<file path="src/rtl/shared_reg_arbiter_if.sv">
// Requester-side bundle for the shared register arbiter.
// master: requesters drive Req/Done/D; slave: arbiter drives Gnt/Owner/Q/Timeout.
interface shared_reg_arbiter_if #(
  parameter int N = 4,
  parameter int W = 8
);
  localparam int OW = $clog2(N);

  logic [N-1:0]   Req;
  logic [N-1:0]   Done;
  logic [N*W-1:0] D;
  logic [N-1:0]   Gnt;
  logic [OW-1:0]  Owner;
  logic [W-1:0]   Q;
  logic           Timeout;

  modport master (
    output Req, Done, D,
    input  Gnt, Owner, Q, Timeout
  );

  modport slave (
    input  Req, Done, D,
    output Gnt, Owner, Q, Timeout
  );
endinterface

</file>
<file path="src/rtl/shared_reg_arbiter.sv">
// Round-robin arbiter + write sequencer for one shared W-bit register.
// Ports: Clk, Reset (sync, active-high), bus (slave: Req/Done/D in, Gnt/Owner/Q/Timeout out).
module shared_reg_arbiter #(
  parameter int N    = 4,
  parameter int W    = 8,
  parameter int HOLD = 4
) (
  input logic             Clk,
  input logic             Reset,
  shared_reg_arbiter_if.slave bus
);
  localparam int OW = $clog2(N);
  localparam int CW = $clog2(HOLD + 1);

  localparam logic [0:0] IDLE  = 1'b0;
  localparam logic [0:0] GRANT = 1'b1;

  logic [0:0]    state_q, state_d;
  logic [CW-1:0] cnt_q, cnt_d;
  logic [OW-1:0] owner_q, owner_d;
  logic [OW-1:0] last_q, last_d;
  logic [N-1:0]  gnt_q, gnt_d;
  logic [W-1:0]  q_q, q_d;
  logic          timeout_q, timeout_d;

  logic [W-1:0]  d_arr [N];
  logic          sel_found;
  logic [OW-1:0] sel_idx;
  logic [OW-1:0] cand;
  logic          own_req;
  logic          own_done;
  logic          at_hold;
  logic          rel;

  for (genvar i = 0; i < N; i++) begin : g_slice
    assign d_arr[i] = bus.D[i*W +: W];
  end

  // First requester after the last owner, wrapping.
  always_comb begin
    sel_found = 1'b0;
    sel_idx   = '0;
    cand      = '0;
    for (int k = 1; k <= N; k++) begin
      cand = OW'((int'(last_q) + k) % N);
      if (!sel_found && bus.Req[cand]) begin
        sel_found = 1'b1;
        sel_idx   = cand;
      end
    end
  end

  assign own_req  = bus.Req[owner_q];
  assign own_done = bus.Done[owner_q];
  assign at_hold  = (cnt_q == CW'(HOLD));
  assign rel      = own_done | ~own_req | at_hold;

  always_comb begin
    state_d   = state_q;
    cnt_d     = cnt_q;
    owner_d   = owner_q;
    last_d    = last_q;
    gnt_d     = gnt_q;
    q_d       = q_q;
    timeout_d = 1'b0;
    unique case (state_q)
      IDLE: begin
        gnt_d = '0;
        if (sel_found) begin
          state_d = GRANT;
          owner_d = sel_idx;
          gnt_d   = N'(1) << sel_idx;
          cnt_d   = CW'(1);
        end
      end
      GRANT: begin
        // Final write still lands when Done arrives with Req.
        if (own_req) q_d = d_arr[owner_q];
        if (rel) begin
          state_d   = IDLE;
          gnt_d     = '0;
          last_d    = owner_q;
          timeout_d = at_hold & ~own_done & own_req;
        end else begin
          cnt_d = cnt_q + 1'b1;
        end
      end
    endcase
  end

  always_ff @(posedge Clk) begin
    if (Reset) begin
      state_q   <= IDLE;
      cnt_q     <= '0;
      owner_q   <= '0;
      last_q    <= OW'(N - 1);
      gnt_q     <= '0;
      q_q       <= '0;
      timeout_q <= 1'b0;
    end else begin
      state_q   <= state_d;
      cnt_q     <= cnt_d;
      owner_q   <= owner_d;
      last_q    <= last_d;
      gnt_q     <= gnt_d;
      q_q       <= q_d;
      timeout_q <= timeout_d;
    end
  end

  assign bus.Gnt     = gnt_q;
  assign bus.Owner   = owner_q;
  assign bus.Q       = q_q;
  assign bus.Timeout = timeout_q;
endmodule
</file>
<file path="src/flat_wrapper.sv">
// flat-port wrapper written by rule: the top's interface ports become plain ports
module shared_reg_arbiter_flat 
#(
  parameter int N    = 4,
  parameter int W    = 8,
  parameter int HOLD = 4
)
  (Clk, Reset, bus_Req, bus_Done, bus_D, bus_Gnt, bus_Owner, bus_Q, bus_Timeout);
  shared_reg_arbiter_if #(.N(N), .W(W)) bus_i ();
  input logic Clk;
  input logic Reset;
  input wire logic [$bits(bus_i.Req)-1:0] bus_Req;
  input wire logic [$bits(bus_i.Done)-1:0] bus_Done;
  input wire logic [$bits(bus_i.D)-1:0] bus_D;
  output wire logic [$bits(bus_i.Gnt)-1:0] bus_Gnt;
  output wire logic [$bits(bus_i.Owner)-1:0] bus_Owner;
  output wire logic [$bits(bus_i.Q)-1:0] bus_Q;
  output wire logic [$bits(bus_i.Timeout)-1:0] bus_Timeout;
  assign bus_i.Req = bus_Req;
  assign bus_i.Done = bus_Done;
  assign bus_i.D = bus_D;
  assign bus_Gnt = bus_i.Gnt;
  assign bus_Owner = bus_i.Owner;
  assign bus_Q = bus_i.Q;
  assign bus_Timeout = bus_i.Timeout;
  shared_reg_arbiter #(.N(N), .W(W), .HOLD(HOLD)) u_core (.Clk(Clk), .Reset(Reset), .bus(bus_i));
endmodule
</file>
<file path="config.mk">
export PLATFORM = sky130hd
export DESIGN_NAME = shared_reg_arbiter_flat
export DESIGN_NICKNAME = d
export VERILOG_FILES = /design/src/rtl/shared_reg_arbiter_if.sv /design/src/rtl/shared_reg_arbiter.sv /design/src/flat_wrapper.sv
export SDC_FILE = /design/constraint.sdc
export NUM_CORES = 1
export LEC_CHECK = 0
export ABC_AREA = 1
export CORE_MARGIN = 10
export CORE_UTILIZATION = 43
export DETAILED_ROUTE_END_ITERATION = 6
export PLACE_DENSITY = 0.8
export SLEW_MARGIN = 25
export SYNTH_ARGS = -nofsm -noshare
export SYNTH_HDL_FRONTEND = slang
export SYNTH_SLANG_ARGS = --single-unit
</file>
<file path="constraint.sdc">
create_clock -name Clk -period 1.9 [get_ports Clk]
set_input_delay 0.38 -clock Clk [delete_from_list [all_inputs] [get_ports Clk]]
set_output_delay 0.38 -clock Clk [all_outputs]
set_load 0.01 [all_outputs]
</file>
### Word level (Yosys, flattened, before mapping)

Index checks and enable logic that the tools add are counted.

| word-level totals | value |
|---|---|
| memories kept | 0 |
| bits in read-only memories | 0 |
| register bits | 21 |
| latch bits | 0 |
| RAM bits | 0 |
| input bits | 42 |
| output and inout bits | 15 |
| word-level logic and storage cells | 75 |

| cells by class | value |
|---|---|
| div/mod/pow operators | 0 |
| $mul | 0 |
| reduce and logical (&&, ||, !) cells | 11 |
| $lt $le $gt $ge | 6 |
| equal/unequal tests | 4 |
| bitwise logic cells | 9 |
| multiplexer cells | 32 |
| shift-type cells | 1 |
| add/subtract/negate cells | 5 |

Operator list:

| operator | count |
|---|---|
| $bmux 8 s2 | 1 |
| $mux 8 | 2 |
| $lt 2x3->1 const B | 5 |
| $bmux 1 s2 | 6 |
| $mux 1 | 12 |
| $mux 2 | 4 |
| $mux 4 | 2 |
| $pmux 4 s2 | 1 |
| $reduce_and 2->1 | 4 |
| $mux 3 | 2 |
| $pmux 3 s2 | 1 |
| $add 2x1->2 const B | 2 |
| $add 2x2->2 const B | 2 |
| $ne 2x2->1 const B | 2 |
| $not 1->1 | 4 |
| $shl 1x2->4 const A | 1 |
| $add 3x1->3 const B | 1 |
| $eq 3x3->1 const B | 1 |
| $ge 3x3->1 const B | 1 |
| $logic_and 1x1->1 | 3 |
| $logic_not 1->1 | 3 |
| $not 2->3 | 1 |
| $reduce_or 3->1 | 1 |
| $and 1x1->1 | 2 |
| 3 further kinds | 4 |

### Depth between registers and ports, before layout

Gate-level depths: netlist of the first run.

| logic depth | value |
|---|---|
| word-level depth | 16 |
| gate-level depth with buffers | 14 |
| depth with buffers taken out | 13 |

### Least setup slack after synthesis of the first run

Ideal clock, no wire load.

| timing path | value |
|---|---|
| path type | register to register |
| start | reg u_core.owner_q[1] (netlist: u_core.bus.Owner[1]) |
| end | reg u_core.cnt_q[0] |
| arrival | 1.301 ns |
| setup time | 0.114 ns |
| stages on the path, launching flop included | 11 |
| buffers on the path | 1 |
| data required time | 1.786 ns |
| clock period less this slack | 1.415 ns |
| slack | 0.485 ns |
| path through | dfxtp_1 clkbuf_1 nor2_1 o21ai_0 nand2_1 nor2_2 nand3_2 inv_2 nand2_1 o211ai_2 inv_1 |

| on the way | value |
|---|---|
| word-level cells in the longest chain between the ends | 7 |
| elaborated cells between the ends (all ways) | 9 |
| those cells by class | 1 x eq/ne; 4 x mux; 3 x bitwise; 1 x reduce/logical |

RTL lines:

| item | RTL line | source |
|---|---|---|
| start, declared | shared_reg_arbiter.sv:20 | `logic [OW-1:0] owner_q, owner_d;` |
| start signal, assigned | shared_reg_arbiter.sv:103 | `owner_q <= owner_d;` |
| $bmux 1 s2 | shared_reg_arbiter.sv:53 | `assign own_req = bus.Req[owner_q];` |
| $mux 1 (not written as such) | shared_reg_arbiter.sv:53 |  |
| $not 1->1 | shared_reg_arbiter.sv:56 | `assign rel = own_done \| ~own_req \| at_hold;` |
| $or 1x1->1 * (2 in a row) | shared_reg_arbiter.sv:56 |  |
| $ne 2x2->1 (no line) * | -- |  |
| $reduce_and 2->1 (no line) * | -- |  |
| end signal, assigned | shared_reg_arbiter.sv:102 | `cnt_q <= cnt_d;` |
| end, declared | shared_reg_arbiter.sv:19 | `logic [CW-1:0] cnt_q, cnt_d;` |

Mark *: on every way between the ends. The rest lies on a longest branch, timed or not. The select of a mux whose other input is x is not followed.
A chain may end at the register's enable or synchronous reset.

### Final worst setup path of the first run

| timing path | value |
|---|---|
| start | reg u_core.owner_q[0] (netlist: u_core.bus.Owner[0]) |
| end | out bus_Owner[0] |

RTL lines:

| item | RTL line | source |
|---|---|---|
| end, declared | flat_wrapper.sv:16 | `output wire logic [$bits(bus_i.Owner)-1:0] bus_Owner;` |

No word-level cell between the ends.

==> results of run 1 <==
==> path summary, 6_finish.rpt <==
path / to / slack (ns) / depth (start not counted)
setup / recovery: bus_Owner[0] / 0.15 / 1
hold / removal: u_core.bus.Q[2] / 0.45 / 2
setup reg to reg: u_core.bus.Gnt[1] / 0.34 / 10
hold reg to reg: u_core.bus.Q[2] / 0.45 / 2
==> worst register-to-register path: stages (launching register included) <==
cell	delay, ns
dfxtp_2	0.47
inv_6	0.08
nand2_1	0.09
nand3_1	0.10
nand2_1	0.17
nor2_8	0.06
nand3_1	0.08
nand3_2	0.11
nor2_2	0.16
nand2_1	0.08
a21oi_1	0.12
==> registers in the layout (all words and copies together), names as in the netlist <==
signal,cells
u_core.state_q,1
u_core.bus.Timeout,1
u_core.cnt_q,3
u_core.bus.Owner,2
u_core.last_q,2
u_core.bus.Gnt,4
u_core.bus.Q,8
==> cells by family after synthesis <==
group | share of synthesized area
fa+ha+maj | 0.0177
compound gates | 0.231
buf+inv | 0.106
simple gates | 0.347
flops | 0.298
==> layout make-up <==
| cell class | count | area [sq um] |
|---|---|---|
| clock buffers | 4 | 26.3 |
| fillers | 322 | 1040 |
| inverters | 27 | 106 |
| multi-input cells | 158 | 840 |
| flip-flops and latches | 21 | 423 |
| well taps | 44 | 55.1 |
| repair buffers | 63 | 613 |
==> metrics by stage <==
step | total power, mW | area, sq um | setup WS, ns | setup TNS [ns]
after floorplan | 1.84 | 1410 | 0.485 | 0
after global placement | 2.36 | 2030 | -0.0505 | -0.102
after detailed placement | 2.40 | 2030 | -0.0805 | -0.260
after CTS | 2.62 | 2060 | 0.142 | 0
after global routing | 2.83 | 2060 | 0.0750 | 0
final | 2.59 | 2060 | 0.154 | 0
==> synthesized netlist by cell type <==
library cell,count,area share
a21oi_1,16,0.057
a21oi_2,2,0.012
buf_2,5,0.018
buf_6,1,0.0080
clkbuf_1,2,0.0053
dfxtp_1,21,0.30
ha_1,2,0.018
inv_1,19,0.051
inv_2,7,0.019
inv_6,1,0.0062
nand2_1,43,0.11
nand2_2,6,0.027
nand2_4,5,0.040
nand3_1,7,0.025
nand3_2,3,0.021
nand3_4,1,0.012
nand4_1,2,0.0089
nor2_1,25,0.067
nor2_2,3,0.013
nor2_8,1,0.014
nor4_1,1,0.0044
o211ai_1,2,0.011
o211ai_2,1,0.0089
o21ai_0,25,0.089
o21ai_1,5,0.018
o22ai_1,8,0.035
==> metal layers <==
| layer | global-route usage | up-vias | part of all wire | wire (um) |
|---|---|---|---|---|
| met5 | 0 | - | 0 | 0 |
| met1 | 0.138 | 716 | 0.42 | 1700 |
| met4 | 0.0328 | 0 | 0.011 | 45 |
| met2 | 0.242 | 48 | 0.49 | 1980 |
| met3 | 0.0571 | 6 | 0.085 | 346 |
| li1 | - | 817 | - | - |
==> power by group through the flow <==
stage                     combinational [mW]  clock, mW  sequential [mW]
after floorplan                         1.12          0            0.721
after global placement                  1.63          0            0.724
after detailed placement                1.67          0            0.728
after CTS                               1.68      0.219            0.720
after global routing                    1.86      0.229            0.744
final                                   1.66      0.214            0.722
==> timing repair <==
item	in CTS	in global routing
endpoints found under the setup margin	1	2
endpoints found under the hold margin	0	0
gates resized for setup	1	1
==> results.json, run 1 <==
{
  "status": "finished clean",
  "htree_levels": 1,
  "syn_area_sq_um": 1410,
  "pwr-share-comb": 0.639,
  "min_path_type": "reg2reg",
  "routed_wl_mm": 4.07,
  "n_antenna_cell": 0,
  "crit_buf_inv": 1,
  "cts_hold_buf": 0,
  "power.density_nw_per_um2": 1260,
  "layout-drive-gt1-share": 0.154,
  "hold_start": "u_core.bus.Q[2]",
  "intPower_mw": 1.37,
  "ant_nets": 0,
  "antenna_found_initial": 0,
  "die_h_um": 77.3,
  "setup_viol": 0,
  "syn_nets": 258,
  "path_clk_slew_ns": 0.11,
  "coreArea_sq_um": 3100,
  "place_inst": 313,
  "fin_skew_ns": 0.00672,
  "worst_pin_slew_ns": 0.440,
  "wire_per_inst_um": 12.8,
  "layout-area-overhead-vs-synth_pct": 46.3,
  "port_buffers": 56,
  "layout.cells.non_filler": 317,
  "crit_path_start_kind": "flop",
  "viasPerCell": 5.01,
  "ys_seq_area_frac": 0.298,
  "clock-sinks": 21,
  "criticalPathCategory": "reg2out",
  "cp_cell_sequence": "clkdlybuf4s50_1",
  "period_needed_ns": 1.75,
  "crit_required_ns": 1.52,
  "irDropWorstVdd_v": 0.000515,
  "worstSetupEndpointType": "output port",
  "switchingPower_mw": 1.23,
  "switching_share": 0.472,
  "p_leak_nw": 0.866,
  "place.gp.congestion": 0.853,
  "root_buffer": "clkbuf_4",
  "slew_viol_final": 0,
  "cts_buffer_depth": 2,
  "hold_violations": 0,
  "dr.pass1.iters": 4,
  "slowest_stage": "clkdlybuf4s50_1",
  "crit_arrival_ns": 1.37,
  "num_vias": 1587,
  "clkPwrFrac": 0.082,
  "rsz0062_at_grt": "false",
  "die_w_um": 77.3,
  "whs_ns": 0.449,
  "drt_iter0_drc": 50,
  "grt_pass1_vias": 1604,
  "cts_buffers": 3,
  "die_area_sq_um": 5970,
  "synth_cell_types": 26,
  "yosys_warnings": 0,
  "fmax_mhz": 573,
  "cts_tree": "built",
  "synth_cells": 214,
  "nNetsFinal": 318,
  "maxSlewHeadroom": 0.706,
  "placementRows": 20,
  "drc": 0,
  "seqPwrFrac": 0.278,
  "layout_commonest_cell": "clkdlybuf4s50_1",
  "final_cell_mix": "clkdlybuf4s50_1, nand2_1, nor2_1, o21ai_0",
  "grt_overflow": 0,
  "cts_setup_buffers": 0,
  "grt_pass1_wl_mm": 6.86,
  "start_util": 0.454,
  "syn_area_per_cell_sq_um": 6.59,
  "clkLatencyLatePin_ns": 0.30,
  "final_util": 0.665,
  "grt_max_degree": 17,
  "fin_crit_sh": 0.919,
  "io_pins": 57,
  "grt_usage": 0.134,
  "ys_seq_elements": 21,
  "cp-startpoint": "u_core.bus.Owner[0]",
  "r2r-start": "u_core.last_q[0]",
  "path_delay_family": "buffers and inverters",
  "maxCapViolations": 0,
  "max_stage_delay_ns": 0.59,
  "dp_hpwl_mm": 3.38,
  "critPathMaxFanout": 13
}
Note: power is estimated with default switching activity, not from simulation.
==> run 2: changes to the inputs <==
- CORE_MARGIN: 10 -> 5
==> results.json, run 2 (synthesis results as in run 1) <==
{
  "setup_viol": 0,
  "dpl_cell_area_sq_um": 2030,
  "dr.pass1.iters": 4,
  "largest_reg_flops": 8,
  "place.gp.congestion": 0.829,
  "fin_crit_sh": 0.924,
  "root_buffer": "clkbuf_4",
  "nNetsFinal": 317,
  "fillCellCount": 310,
  "max_stage_delay_ns": 0.59,
  "layout-area-overhead-vs-synth_pct": 45.8,
  "period_needed_ns": 1.76,
  "layout-drive-gt1-share": 0.151,
  "fmax_mhz": 570,
  "slowest_stage": "clkdlybuf4s50_1",
  "port_buffers": 56,
  "cts_buffers": 3,
  "rsz0062_at_grt": "false",
  "worst_pin_slew_ns": 0.424,
  "path_delay_family": "buffers and inverters",
  "cp_cell_sequence": "clkdlybuf4s50_1",
  "p_leak_nw": 0.862,
  "clkLatencyLatePin_ns": 0.30,
  "grt_usage": 0.178,
  "irDropWorstVdd_v": 0.000483,
  "crit_required_ns": 1.52,
  "hold_violations": 0,
  "drt_iter0_drc": 81,
  "cts_buffer_depth": 2,
  "cts_setup_buffers": 0,
  "critPathMaxFanout": 13,
  "start_util": 0.454,
  "cts_tree": "built",
  "final_util": 0.663,
  "antenna_found_initial": 0,
  "io_pins": 57,
  "min_path_type": "reg2reg",
  "crit_path_start_kind": "flop",
  "layout.cells.non_filler": 316,
  "wire_per_inst_um": 11.5,
  "grt_overflow": 0,
  "path_clk_slew_ns": 0.11,
  "n_antenna_cell": 0,
  "ant_nets": 0,
  "criticalPathCategory": "reg2out",
  "grt_pass1_wl_mm": 6.29,
  "die_area_sq_um": 4520,
  "htree_levels": 1,
  "crit_buf_inv": 1,
  "power.density_nw_per_um2": 1250,
  "drc": 0,
  "coreArea_sq_um": 3100,
  "dp_hpwl_mm": 2.98,
  "final_cell_area_sq_um": 2060,
  "whs_ns": 0.453,
  "die_w_um": 67.3,
  "placementRows": 20,
  "place_inst": 312,
  "routed_wl_mm": 3.63,
  "grt_pass1_vias": 1484,
  "die_h_um": 67.3,
  "maxCapViolations": 0,
  "maxSlewHeadroom": 0.717,
  "final_cell_mix": "clkdlybuf4s50_1, nand2_1, nor2_1, o21ai_0",
  "num_vias": 1532,
  "grt_max_degree": 17,
  "crit_arrival_ns": 1.38,
  "status": "finished clean",
  "worstSetupEndpointType": "output port",
  "fin_skew_ns": 0.00256,
  "layout_commonest_cell": "clkdlybuf4s50_1",
  "viasPerCell": 4.85,
  "clock-sinks": 21,
  "total_power_mw": 2.56,
  "slew_viol_final": 0
}
[run 2: cell types whose count changed in the layout (fill, tap and decap cells not counted), sizes merged]
cell,change
buf,-1
[run 2: worst paths after layout]
kind | from | end | slack [ns] | depth (start not counted)
max | u_core.bus.Owner[0] | bus_Owner[0] | 0.14 | 1
min | u_core.bus.Q[5] | u_core.bus.Q[5] | 0.45 | 2
max reg2reg | u_core.last_q[0] | u_core.cnt_q[2] | 0.22 | 11
min reg2reg | u_core.bus.Q[5] | u_core.bus.Q[5] | 0.45 | 2
[run 2: power breakdown]
part / leakage [nW] / switching, mW / internal (mW) / total [mW]
clock network: 0.0150 / 0.128 / 0.0818 / 0.210
registers: 0.173 / 0.150 / 0.579 / 0.729
logic: 0.674 / 0.926 / 0.696 / 1.62
total: 0.862 / 1.20 / 1.36 / 2.56
[run 2: layer usage]
layer	routed length, um	global-route usage	part of all wire
met5	0	0	0
met4	15	0.0456	0.0041
met3	255	0.0416	0.070
met2	1780	0.334	0.49
met1	1580	0.199	0.44
[run 2: cell type report]
type                            count  area, sq um  area share
Clock buffer                        4         26.3      0.0128
Inverter                           27          106      0.0517
Multi-Input combinational cell    158          840       0.408
Sequential cell                    21          423       0.206
Tap cell                           44         55.1      0.0268
Timing Repair Buffer               62          606       0.295
[run 2: metrics by stage]
stage / TNS (ns) / worst slack [ns]
finish: 0 / 0.145
global route: 0 / 0.0226
CTS: 0 / 0.0682
detailed placement: -0.121 / -0.0555
global placement: -0.0386 / -0.0214
floorplan: 0 / 0.485
[run 2: repair_timing]
| item | 4_1_cts | 5_1_grt |
|---|---|---|
| resized for setup | 1 | 1 |
| hold buffers | 0 | 0 |
| endpoints found under the setup margin | 1 | 1 |
| cloned | 0 | 0 |
==> RTL edit 1, RTL diff (settings of run 1) <==
`W` is set to 8 in 3 places; all go to 7.
--- a/src/rtl/shared_reg_arbiter_if.sv
+++ b/src/rtl/shared_reg_arbiter_if.sv
@@ -2,7 +2,7 @@
 // master: requesters drive Req/Done/D; slave: arbiter drives Gnt/Owner/Q/Timeout.
 interface shared_reg_arbiter_if #(
   parameter int N = 4,
-  parameter int W = 8
+  parameter int W = 7
 );
   localparam int OW = $clog2(N);
 
--- a/src/rtl/shared_reg_arbiter.sv
+++ b/src/rtl/shared_reg_arbiter.sv
@@ -2,7 +2,7 @@
 // Ports: Clk, Reset (sync, active-high), bus (slave: Req/Done/D in, Gnt/Owner/Q/Timeout out).
 module shared_reg_arbiter #(
   parameter int N    = 4,
-  parameter int W    = 8,
+  parameter int W    = 7,
   parameter int HOLD = 4
 ) (
   input logic             Clk,
--- a/src/flat_wrapper.sv
+++ b/src/flat_wrapper.sv
@@ -2,7 +2,7 @@
 module shared_reg_arbiter_flat 
 #(
   parameter int N    = 4,
-  parameter int W    = 8,
+  parameter int W    = 7,
   parameter int HOLD = 4
 )
   (Clk, Reset, bus_Req, bus_Done, bus_D, bus_Gnt, bus_Owner, bus_Q, bus_Timeout);
Interface: changed (resized bus_D and bus_Q); port bits go from 57 to 52. No check against the original RTL was run, so the function may have changed too.
==> RTL edit 1 against run 1 <==
Final area decreased by 3.7%; count of clock-buffer cells in the layout fell by 1; worst setup slack worse by 0.042 ns; core utilization fell by 0.87 points; sequential cell count down 1; total power decreased by 0.32%; wire length fell by 9.4%; synthesized area decreased by 4.3%.
==> RTL edit 1: results (changes against run 1) <==
Outcome
  • Status: complete, no violations

Worst setup path
  • Data arrival at the endpoint of the critical path: 1.41 ns (+0.04 ns)
  • Largest delay contributor family on the critical path: buffers and inverters
  • Maximum fanout along the worst path: 9 (-4)
  • Delay of the slowest cell on the worst path: 0.55 ns (-0.04 ns)

Place
  • Placed wire-length estimate after detailed placement: 3000 um (-11%)
  • Placer's final routability congestion estimate: 0.8676 (+1.7%)
  • Port buffer count: 51 (-8.9%)

GRT
  • Wire length of the first global-routing pass: 6154 um (-10%)
  • Largest net degree at the start of global routing: 18 (+1)
  • Via count of the first global-routing pass: 1448 (-9.7%)
  • Global routing usage summed across all routing layers: 12.24% (-1.1 points)
  • Initial antenna violation count: 0 (unchanged)

STA
  • Worst clock skew: 0.01490 ns (+0.008185 ns)
  • Slew at the pin with the worst max-slew slack: 0.4450 ns (+0.005051 ns)

Cells and area
  • Number of standard cells in the final layout excluding fillers: 312 (-1.6%)
  • Fraction of final layout cells with drive strength greater than 1: 13.06% (-2.3 points)
  • Number of antenna repair diodes: 0 (unchanged)
  • Max FFs per register: 7 (-1)

Detailed routing
  • First DRT Iteration DRCs: 71 (+42%)
  • Aggregate routed wire length: 3689 um (-9.4%)
  • 1st-pass router iterations: 4 (unchanged)
  • Routed vias/inst: 4.840 (-3.3%)

Clocking
  • Skew-Pair Late Insertion Delay: 0.31 ns
  • Clock Tree Buf Depth: 2 (unchanged)
  • Inserted Clock Buffers: 3 (unchanged)
  • Buffers inserted during post-CTS setup optimization: 0 (unchanged)

Yosys
  • Top post-synthesis cells by area: dfxtp_1, nand2_1, o21ai_0
  • Nets in the synthesized netlist: 252 (-2.3%)
  • Part of the Yosys area used for sequential elements: 29.68% (-0.13 points)
  • Post-synth cell types: 29 (+12%)
  • Avg Synthesized Cell Area: 6.362 um2 (-3.4%)
  • Share of flip-flops with an asynchronous set or reset after synthesis: 0% (unchanged)
  • Most numerous cell types in the synthesized netlist: nand2_1, nor2_1, inv_1, o21ai_0, dfxtp_1

Pwr
  • Standby leakage power: 0.8663 nW (about the same)
  • Peak supply drop: 0.0005240 V (+1.8%)
[RTL edit 1: area by class of cell]
type                    instances  area, um2
fillers                       276       1041
multi-input cells             154      780.7
repair buffers                 61      585.6
flip-flops and latches         20      404.1
inverters                      29      108.9
well taps                      44      55.05
clock inverters                 1      30.03
clock buffers                   3      22.52
[RTL edit 1: per-layer routing]
metal  part of all wire (%)  global-route usage (%)  vias to the layer above  wire, um
li1                       -                       -                      802         -
met5                      0                       0                        -         0
met2                     42                   18.71                       49      1541
met1                     45                   13.65                      657      1668
met3                     12                   7.901                        2       449
met4                   0.79                   3.409                        0        29
[RTL edit 1: worst register-to-register path, cell delays in order, from the launching register on]
cell and delay, ns:
dfxtp_4 0.41, inv_1 0.21, o21ai_0 0.22, nand2_1 0.11, nor2_2 0.13, nand3_2 0.13, clkinv_1 0.13, nand2_1 0.07
o211ai_1 0.08, inv_1 0.05
[RTL edit 1: final timing paths]
check / from / slack (ns) / cells after the start / end
hold / removal: u_core.bus.Q[2] / 0.45 / 2 / u_core.bus.Q[2]
setup reg to reg: u_core.bus.Owner[0] / 0.29 / 9 / u_core.cnt_q[0]
setup / recovery: u_core.bus.Owner[0] / 0.11 / 2 / bus_Owner[0]
hold reg to reg: u_core.bus.Q[2] / 0.45 / 2 / u_core.bus.Q[2]
[RTL edit 1: logic make-up after synthesis]
kind of cell / Yosys count / synth area share (%)
flops: 20 / 29.68
buf+inv: 38 / 12.43
compound gates: 52 / 21.43
simple gates: 100 / 34.60
fa+ha+maj: 2 / 1.855
[RTL edit 1: power by group]
part | internal [mW] | switching (mW)
clock | 0.213 | 0.138
sequential | 0.559 | 0.118
combinational | 0.681 | 0.877
[RTL edit 1: timing repair]
action / in CTS / in global routing
setup endpoints to repair: 1 / 4
gates cloned: 0 / 0
resized for setup: 1 / 1
[RTL edit 1: stage by stage]
stage,TNS [ns],setup slack [ns],area [um2]
floorplan,0,0.4584,1349
CTS,0,0.06413,1984
detailed placement,-0.6178,-0.1387,1931
global placement,-0.1855,-0.06006,1931
finish,0,0.1122,1987
global route,0,0.01180,1987
==> RTL edit 2, RTL diff (settings of run 1) <==
Made on the original files. Take the reset off `q_q` and load it in a clocked block of its own.
--- a/src/rtl/shared_reg_arbiter.sv
+++ b/src/rtl/shared_reg_arbiter.sv
@@ -95,7 +95,6 @@
       owner_q   <= '0;
       last_q    <= OW'(N - 1);
       gnt_q     <= '0;
-      q_q       <= '0;
       timeout_q <= 1'b0;
     end else begin
       state_q   <= state_d;
@@ -103,9 +102,12 @@
       owner_q   <= owner_d;
       last_q    <= last_d;
       gnt_q     <= gnt_d;
-      q_q       <= q_d;
       timeout_q <= timeout_d;
     end
+  end
+
+  always_ff @(posedge Clk) begin
+    q_q <= q_d;
   end
 
   assign bus.Gnt     = gnt_q;
Check against the original RTL: differs if Reset is asserted again (counterexample within 4 cycles, from zero or initial values and one cycle with Reset high); with Reset held inactive, the same outputs for 10 cycles.
==> RTL edit 2 against run 1 <==
Clock power is 6% higher; total power is 11% lower; via count is 12% lower; core utilization is 0.70 points lower; final area is 4.2% lower; worst setup slack worse by 0.075 ns; critical path depth stayed put; register-to-register slack worse by 0.02 ns; synthesized area is 6.1% lower; wire length is 5.4% lower; sequential cell count stayed put; cell count is 10% lower.
==> RTL edit 2: results (changes against run 1) <==
STA
  • Slew at the pin with the worst max-slew slack: 0.2946 ns (-0.1454 ns)
  • Worst clock skew: 0.002309 ns (-0.004408 ns)

Worst setup path
  • Maximum fanout along the worst path: 7 (-6)
  • Data arrival at the endpoint of the critical path: 1.44 ns (+0.07 ns)
  • Critical-path cell with the highest stage delay: clkdlybuf4s50_1
  • Delay of the slowest cell on the worst path: 0.61 ns (+0.02 ns)

Clocking
  • Number of gates resized after CTS: 0 (-1)
  • Inserted Clock Buffers: 3 (unchanged)
  • Buffers inserted during post-CTS setup optimization: 0 (unchanged)
  • Skew-Pair Late Insertion Delay: 0.32 ns (+0.02 ns)
  • Buffer type at the clock tree root: clkbuf_4
  • Clock Tree Buf Depth: 2 (unchanged)
  • Clock edge transition at the registers on the reported setup and hold paths: 0.12 ns

Detailed routing
  • First DRT Iteration DRCs: 42 (-16%)
  • Aggregate routed wire length: 3852 um (-5.4%)
  • Wire length per cell: 13.52 um (+5.2%)
  • Routed vias/inst: 4.898 (-2.2%)

Yosys
  • Most numerous cell types in the synthesized netlist: nand2_1, nor2_1, o21ai_0, dfxtp_1, inv_1
  • Share of flip-flops with an asynchronous set or reset after synthesis: 0% (unchanged)
  • Avg Synthesized Cell Area: 6.967 um2 (+5.7%)
  • Ys flop type: dfxtp_1
  • Number of enable-type register cells in the synthesized netlist: 8 (+8)
  • Part of the Yosys area used for sequential elements: 37.81% (+8.0 points)
  • Post-synth cell types: 28 (+7.7%)
  • Top post-synthesis cells by area: dfxtp_1, edfxtp_1, nand2_1
  • Count of yosys warnings during synthesis: 0 (unchanged)
  • Nets in the synthesized netlist: 234 (-9.3%)

Place
  • Placer's final routability congestion estimate: 0.8213 (-3.7%)
  • Placed wire-length estimate after detailed placement: 3164 um (-6.3%)
  • # placed instances: 281 (-10%)
  • Port buffer count: 56 (unchanged)

Cells and area
  • Max FFs per register: 8 (unchanged)
  • NumNets Final: 297 (-6.6%)
  • Fraction of final layout cells with drive strength greater than 1: 13.10% (-2.3 points)

GRT
  • Global routing usage summed across all routing layers: 13.74% (+0.37 points)
  • Initial antenna violation count: 0 (unchanged)
  • Wire length of the first global-routing pass: 5940 um (-13%)
  • Largest net degree at the start of global routing: 12 (-5)
  • Via count of the first global-routing pass: 1222 (-24%)

Pwr
  • Peak supply drop: 0.0006269 V (+22%)
  • Standby leakage power: 0.8240 nW (-4.8%)

Outcome
  • Status: complete, no violations
RTL edit 2: cell types whose count changed in the layout (fill, tap and decap cells not counted), sizes merged, moves of 3 or more:
cell	before	now
a21oi	18	7
o21ai	30	20
dfxtp	21	13
inv	27	15
edfxtp	0	8
buf	7	10
RTL edit 2: worst paths after layout:
check                           start           endpoint  slack [ns]  cells past startpoint
setup / recovery  u_core.bus.Owner[0]       bus_Owner[0]        0.08                      1
hold / removal      u_core.bus.Gnt[3]  u_core.bus.Gnt[3]        0.47                      2
setup reg to reg  u_core.bus.Owner[0]    u_core.cnt_q[0]        0.32                     11
hold reg to reg     u_core.bus.Gnt[3]  u_core.bus.Gnt[3]        0.47                      2
RTL edit 2: report_power, final:
group          switching [mW]  leakage [nW]  internal, mW  total (mW)
Combinational           0.744         0.628         0.602        1.35
Clock                   0.145        0.0150        0.0824       0.227
Sequential             0.0997         0.181         0.628       0.728
Total                   0.988         0.824          1.31        2.30
RTL edit 2: layer usage:
metal | vias up | GRT usage, % | part of all wire (%)
li1 | 755 | - | -
met1 | 601 | 16.76 | 46
met2 | 35 | 22.47 | 47
met3 | 5 | 1.953 | 4.1
met4 | 0 | 8.041 | 2.3
met5 | - | 0 | 0
RTL edit 2: cell type report:
| cell class | instances | area [um2] |
|---|---|---|
| inverter | 15 | 58.81 |
| clock buffer | 4 | 26.28 |
| timing repair buffer | 66 | 635.6 |
| sequential | 21 | 500.5 |
| tap | 33 | 41.29 |
| multi-input combinational | 146 | 713.2 |
| fill | 270 | 1027 |
RTL edit 2: kinds of logic after synthesis:
kind of cell	count (synthesis)	synth area share, %
adders and majority gates	2	1.890
buffers and inverters	23	8.317
and+or+nand+nor	104	34.78
AOI/OAI and AO/OA	39	16.54
xor gates and xnor gates	1	0.6617
DFF	21	37.81
RTL edit 2: per-stage QoR:
stage               power [mW]  cell area, um2  setup WS (ns)
floorplan                1.601            1324         0.3527
global placement         2.075            1949        0.08079
detailed placement       2.091            1949        0.04172
CTS                      2.312            1976        0.07400
global route             2.488            1976        0.04195
finish                   2.301            1976        0.07965
